==> config.mk <==
export PLATFORM = sky130hd
export DESIGN_NAME = cpsr_unit_flat
export DESIGN_NICKNAME = d
export VERILOG_FILES = /design/src/rtl/cpsr_unit_pkg.sv /design/src/rtl/cpsr_unit_if.sv /design/src/rtl/cpsr_unit_cond_eval.sv /design/src/rtl/cpsr_unit.sv /design/src/flat_wrapper.sv
export SDC_FILE = /design/constraint.sdc
export NUM_CORES = 1
export LEC_CHECK = 0
export ABC_AREA = 1
export CAP_MARGIN = 0
export CORE_MARGIN = 2
export CORE_UTILIZATION = 38
export DETAILED_ROUTE_END_ITERATION = 6
export GPL_TIMING_DRIVEN = 0
export HOLD_SLACK_MARGIN = 0.15
export PLACE_DENSITY_LB_ADDON = 0.3
export REMOVE_ABC_BUFFERS = 1
export SKIP_LAST_GASP = 1
export SLEW_MARGIN = 20
export SYNTH_ARGS = -nofsm -noshare
export SYNTH_HDL_FRONTEND = slang
export SYNTH_SLANG_ARGS = --single-unit
export TNS_END_PERCENT = 1
==> constraint.sdc <==
create_clock -name clk -period 4.5 [get_ports clk]
set_input_delay 0.9 -clock clk [delete_from_list [all_inputs] [get_ports clk]]
set_output_delay 0.9 -clock clk [all_outputs]
set_load 0.02 [all_outputs]
==> src/rtl/cpsr_unit_pkg.sv <==
// Shared flag indices, condition encodings and ALU opcodes for the execute pipeline.
package cpsr_unit_pkg;

  localparam int FLAGSW = 4;
  localparam int Z_I    = 0;
  localparam int C_I    = 1;
  localparam int N_I    = 2;
  localparam int V_I    = 3;

  typedef enum logic [3:0] {
    COND_EQ = 4'b0000,
    COND_NE = 4'b0001,
    COND_CS = 4'b0010,
    COND_CC = 4'b0011,
    COND_MI = 4'b0100,
    COND_PL = 4'b0101,
    COND_VS = 4'b0110,
    COND_VC = 4'b0111,
    COND_HI = 4'b1000,
    COND_LS = 4'b1001,
    COND_GE = 4'b1010,
    COND_LT = 4'b1011,
    COND_GT = 4'b1100,
    COND_LE = 4'b1101,
    COND_AL = 4'b1110,
    COND_NV = 4'b1111
  } cond_e;

  typedef enum logic [3:0] {
    ALU_AND = 4'b0000,
    ALU_EOR = 4'b0001,
    ALU_SUB = 4'b0010,
    ALU_RSB = 4'b0011,
    ALU_ADD = 4'b0100,
    ALU_ADC = 4'b0101,
    ALU_SBC = 4'b0110,
    ALU_RSC = 4'b0111,
    ALU_TST = 4'b1000,
    ALU_TEQ = 4'b1001,
    ALU_CMP = 4'b1010,
    ALU_CMN = 4'b1011,
    ALU_ORR = 4'b1100,
    ALU_MOV = 4'b1101,
    ALU_BIC = 4'b1110,
    ALU_MVN = 4'b1111
  } alu_op_e;

endpackage

==> src/rtl/cpsr_unit_if.sv <==
// Execute/decode-side flag bus between the pipeline and the CPSR unit.
interface cpsr_unit_if #(parameter int FLAGSW = 4);

  logic              ex_valid;
  logic              ex_setflags;
  logic [FLAGSW-1:0] ex_flags;
  logic [FLAGSW-1:0] ex_wmask;
  logic              flush;
  logic [3:0]        id_cond;
  logic              id_pass;
  logic              carry_fwd;
  logic [FLAGSW-1:0] cpsr;
  logic              pend_valid;

  modport master (
    output ex_valid, ex_setflags, ex_flags, ex_wmask, flush, id_cond,
    input  id_pass, carry_fwd, cpsr, pend_valid
  );

  modport slave (
    input  ex_valid, ex_setflags, ex_flags, ex_wmask, flush, id_cond,
    output id_pass, carry_fwd, cpsr, pend_valid
  );

endinterface

==> src/rtl/cpsr_unit_cond_eval.sv <==
// Combinational ARM condition-code evaluator; shared with the branch unit.
module cond_eval
  import cpsr_unit_pkg::*;
(
  input  logic [3:0] cond,
  input  logic [3:0] flags,
  output logic       pass
);

  logic z, c, n, v;

  assign z = flags[Z_I];
  assign c = flags[C_I];
  assign n = flags[N_I];
  assign v = flags[V_I];

  always_comb begin
    pass = 1'b0;
    case (cond_e'(cond))
      COND_EQ: pass = z;
      COND_NE: pass = ~z;
      COND_CS: pass = c;
      COND_CC: pass = ~c;
      COND_MI: pass = n;
      COND_PL: pass = ~n;
      COND_VS: pass = v;
      COND_VC: pass = ~v;
      COND_HI: pass = c & ~z;
      COND_LS: pass = ~c | z;
      COND_GE: pass = (n == v);
      COND_LT: pass = (n != v);
      COND_GT: pass = ~z & (n == v);
      COND_LE: pass = z | (n != v);
      COND_AL: pass = 1'b1;
      COND_NV: pass = 1'b0;
      default: pass = 1'b0;
    endcase
  end

endmodule

==> src/rtl/cpsr_unit.sv <==
// Condition flag register with a one-deep pending write stage and a
// forwarding path so decode sees flags from in-flight instructions.
module cpsr_unit
  import cpsr_unit_pkg::*;
#(
  parameter int FLAGSW = cpsr_unit_pkg::FLAGSW
) (
  input logic         clk,
  input logic         nrst,
  cpsr_unit_if.slave  bus
);

  logic [FLAGSW-1:0] cpsr_q, cpsr_d;
  logic [FLAGSW-1:0] pend_flags_q, pend_flags_d;
  logic [FLAGSW-1:0] pend_mask_q, pend_mask_d;
  logic              pend_valid_q, pend_valid_d;

  logic              req;
  logic              take;
  logic [FLAGSW-1:0] pend_merged;
  logic [FLAGSW-1:0] base;
  logic [FLAGSW-1:0] eff;

  assign req  = bus.ex_valid & bus.ex_setflags & (|bus.ex_wmask);
  assign take = req & ~bus.flush;

  assign pend_merged = (pend_mask_q & pend_flags_q) | (~pend_mask_q & cpsr_q);

  // Flush does not hide the pending entry from decode in the flush cycle itself.
  assign base = pend_valid_q ? pend_merged : cpsr_q;
  assign eff  = take ? ((bus.ex_wmask & bus.ex_flags) | (~bus.ex_wmask & base)) : base;

  always_comb begin
    cpsr_d       = cpsr_q;
    pend_flags_d = pend_flags_q;
    pend_mask_d  = pend_mask_q;
    pend_valid_d = 1'b0;
    if (!bus.flush) begin
      if (pend_valid_q) cpsr_d = pend_merged;
      if (req) begin
        pend_valid_d = 1'b1;
        pend_flags_d = bus.ex_flags;
        pend_mask_d  = bus.ex_wmask;
      end
    end
  end

  always_ff @(posedge clk or negedge nrst) begin
    if (!nrst) begin
      cpsr_q       <= '0;
      pend_flags_q <= '0;
      pend_mask_q  <= '0;
      pend_valid_q <= 1'b0;
    end else begin
      cpsr_q       <= cpsr_d;
      pend_flags_q <= pend_flags_d;
      pend_mask_q  <= pend_mask_d;
      pend_valid_q <= pend_valid_d;
    end
  end

  cond_eval u_cond_eval (
    .cond  (bus.id_cond),
    .flags (eff[3:0]),
    .pass  (bus.id_pass)
  );

  assign bus.carry_fwd  = eff[C_I];
  assign bus.cpsr       = cpsr_q;
  assign bus.pend_valid = pend_valid_q;

endmodule

==> src/flat_wrapper.sv <==
// flat-port wrapper written by rule: the top's interface ports become plain ports
module cpsr_unit_flat import cpsr_unit_pkg::*;
#(
  parameter int FLAGSW = cpsr_unit_pkg::FLAGSW
)
  (clk, nrst, bus_ex_valid, bus_ex_setflags, bus_ex_flags, bus_ex_wmask, bus_flush, bus_id_cond, bus_id_pass, bus_carry_fwd, bus_cpsr, bus_pend_valid);
  cpsr_unit_if #(.FLAGSW(FLAGSW)) bus_i ();
  input logic clk;
  input logic nrst;
  input wire logic [$bits(bus_i.ex_valid)-1:0] bus_ex_valid;
  input wire logic [$bits(bus_i.ex_setflags)-1:0] bus_ex_setflags;
  input wire logic [$bits(bus_i.ex_flags)-1:0] bus_ex_flags;
  input wire logic [$bits(bus_i.ex_wmask)-1:0] bus_ex_wmask;
  input wire logic [$bits(bus_i.flush)-1:0] bus_flush;
  input wire logic [$bits(bus_i.id_cond)-1:0] bus_id_cond;
  output wire logic [$bits(bus_i.id_pass)-1:0] bus_id_pass;
  output wire logic [$bits(bus_i.carry_fwd)-1:0] bus_carry_fwd;
  output wire logic [$bits(bus_i.cpsr)-1:0] bus_cpsr;
  output wire logic [$bits(bus_i.pend_valid)-1:0] bus_pend_valid;
  assign bus_i.ex_valid = bus_ex_valid;
  assign bus_i.ex_setflags = bus_ex_setflags;
  assign bus_i.ex_flags = bus_ex_flags;
  assign bus_i.ex_wmask = bus_ex_wmask;
  assign bus_i.flush = bus_flush;
  assign bus_i.id_cond = bus_id_cond;
  assign bus_id_pass = bus_i.id_pass;
  assign bus_carry_fwd = bus_i.carry_fwd;
  assign bus_cpsr = bus_i.cpsr;
  assign bus_pend_valid = bus_i.pend_valid;
  cpsr_unit #(.FLAGSW(FLAGSW)) u_core (.clk(clk), .nrst(nrst), .bus(bus_i));
endmodule
==> results.sh <==
export IMPL_status="completed"
export IMPL_slew_headroom=0.615
export IMPL_die_h_um=55.4
export IMPL_cp_end_kind="output port"
export IMPL_cellLeakagePower_nw=0.684
export IMPL_mostFrequentLayoutCell="nand2_1"
export IMPL_final_period_utilization=0.908
export IMPL_grt_pass1_wl_um=3370
export IMPL_diodes=0
export IMPL_hold_path_class="flop to flop"
export IMPL_num_rows=18
export IMPL_cts_buffers=3
export IMPL_cts_root_buf="clkbuf_4"
export IMPL_critPathArrivalTime_ns=3.19
export IMPL_tightest_slew_ns=0.575
export IMPL_hold_ws_ns=0.475
export IMPL_start_kind="input port"
export IMPL_first_iter_violations=20
export IMPL_setup_viol=0
export IMPL_antenna_found_initial=0
export IMPL_dr_total_vias=982
export IMPL_syn_avg_cell_area_um2=6.51
export IMPL_routedWlPerCell_um=10.2
export IMPL_drv_cap=0
export IMPL_grt_pass1_vias=802
export IMPL_dieWidth_um=55.4
export IMPL_cts_htree_levels=1
export IMPL_worst_path_max_fanout=13
export IMPL_drc=0
export IMPL_grt_overflow=0
export IMPL_coreArea_um2=2480
export IMPL_ios=24
export IMPL_cts_tree="yes"
export IMPL_antenna_left=0
export IMPL_fillers=243
export IMPL_drt_wl_total_um=2130
export IMPL_finalHoldViolations=0
export IMPL_port_buffers=23
export IMPL_syn2layout_area_growth_pct=27.8
export IMPL_fin_setup_tns_ns=0
export IMPL_clkSlewWorstSetupHoldPaths_ns=0.08
export IMPL_fin_skew_ns=0.00513
export IMPL_globalplace_congestion=0.819
export IMPL_drt_vias_per_instance=4.70
export IMPL_insertion_delay_ns=0.27
export IMPL_slew_viol_final=0
export IMPL_ys_ff_latch=13
export IMPL_multiInputGateArea_um2=576
export IMPL_clockBufferDepth=2
export IMPL_power_density_nw_per_um2=298
export IMPL_final_cell_mix="nand2_1, clkdlybuf4s50_1, inv_1, nor2_1, dfrtp_1"
export IMPL_clock_sinks=13
export IMPL_fmax_mhz=245
export IMPL_utilization=0.517
export IMPL_syn_area_um2=1000
export IMPL_cts_setup_buffers=0
export IMPL_rsz0062_at_grt="false"
export IMPL_cts_resized=0
export IMPL_max_vdd_ir_drop_v=0.000200
export IMPL_postCtsHoldBufs=0
export IMPL_min_period_ns=4.09
export IMPL_required_ns=3.60
export IMPL_netlist_instances=154
export IMPL_die_area_um2=3060
export IMPL_dp_hpwl_um=1740
export IMPL_seq_area_frac_synth=0.325
export IMPL_start_util=0.405
export IMPL_criticalPathCategory="input port to output port"
export IMPL_regArea_um2=325
export IMPL_yosysUniqueCellTypes=22
export IMPL_first_pass_iters=4
export IMPL_nets=197
export IMPL_yosysWarnings=0
export IMPL_grt_start_max_net_pins=14
export IMPL_track_usage=0.137
export IMPL_drive_above_1_share=0.117
[metrics by stage]
step | std cells | setup slack (ns) | instance area, um2 | total power [W]
finish | 209 | 0.414 | 1280 | 0.000381
detailed placement | 205 | 0.394 | 1250 | 0.000314
global placement | 205 | 0.398 | 1250 | 0.000311
floorplan | 152 | 1.57 | 987 | 0.000250
CTS | 209 | 0.360 | 1280 | 0.000385
global route | 209 | 0.244 | 1280 | 0.000409
[cells by family (layout without fill, tap and decap cells)]
kind of cell | count (synthesis) | in the layout | share of synthesized area
AOI/OAI and AO/OA | 12 | 12 | 0.0662
buffers and inverters | 25 | 50 | 0.101
DFF | 13 | 13 | 0.325
and+or+nand+nor | 104 | 104 | 0.508
[cells in the mapped netlist, drive strengths merged]
master   n  area, um2
nand2   61        259
inv     23       86.3
nor2    20        104
dfrtp   13        325
nand3   13       75.1
o21ai   11       58.8
nand4    6       43.8
nand3b   3       22.5
a21o     1       7.51
buf      1       11.3
clkbuf   1       3.75
nor3     1       5.00
[report_power, final]
part,switching [W],internal (W)
logic,0.0000909,0.0000691
clock network,0.0000359,0.0000343
registers,0.0000136,0.000138
[area by class of cell]
| class | count | area share |
|---|---|---|
| multi-input combinational | 116 | 0.449 |
| tap | 30 | 0.0293 |
| clock buffer | 4 | 0.0205 |
| timing repair buffer | 23 | 0.180 |
| inverter | 23 | 0.0674 |
| sequential | 13 | 0.254 |
[worst max-delay path: stages]
cell             delay (ns)
clkdlybuf4s50_1        0.62
nor2_8                 0.29
nand2_4                0.14
nor2_4                 0.11
nand2_1                0.07
o21ai_2                0.08
nand2_1                0.07
nand2_1                0.05
nand2_1                0.05
nor2_2                 0.07
nand2_1                0.05
nor2_1                 0.10
nor2_1                 0.04
clkdlybuf4s50_1        0.53
[state kept, by name (all words and copies together) (netlist names)]
register               flops
u_core.bus.cpsr            4
u_core.pend_flags_q        4
u_core.pend_mask_q         4
u_core.bus.pend_valid      1
[final timing paths]
kind                                                   start                                  to  slack [ns]  cells past startpoint
min                        u_core.pend_mask_q[1]$_DFFE_PN0N_   u_core.pend_mask_q[1]$_DFFE_PN0N_        0.47                      2
min reg2reg                u_core.pend_mask_q[1]$_DFFE_PN0N_   u_core.pend_mask_q[1]$_DFFE_PN0N_        0.47                      2
max in group asynchronous                               nrst  u_core.pend_flags_q[0]$_DFFE_PN0N_        3.13                      1
max reg2reg                  u_core.bus.pend_valid$_DFF_PN0_      u_core.bus.cpsr[1]$_DFFE_PN0N_        3.45                      5
min in group asynchronous                               nrst      u_core.bus.cpsr[3]$_DFFE_PN0N_        0.99                      1
max                                                bus_flush                         bus_id_pass        0.41                     14
[metal layers]
metal,track usage,vias up,part of all wire
met1,0.172,425,0.48
met3,0.0211,2,0.029
met2,0.223,17,0.48
met4,0.0732,0,0.014
li1,-,538,-
met5,0,-,0
(Power assumes the default switching activity.)
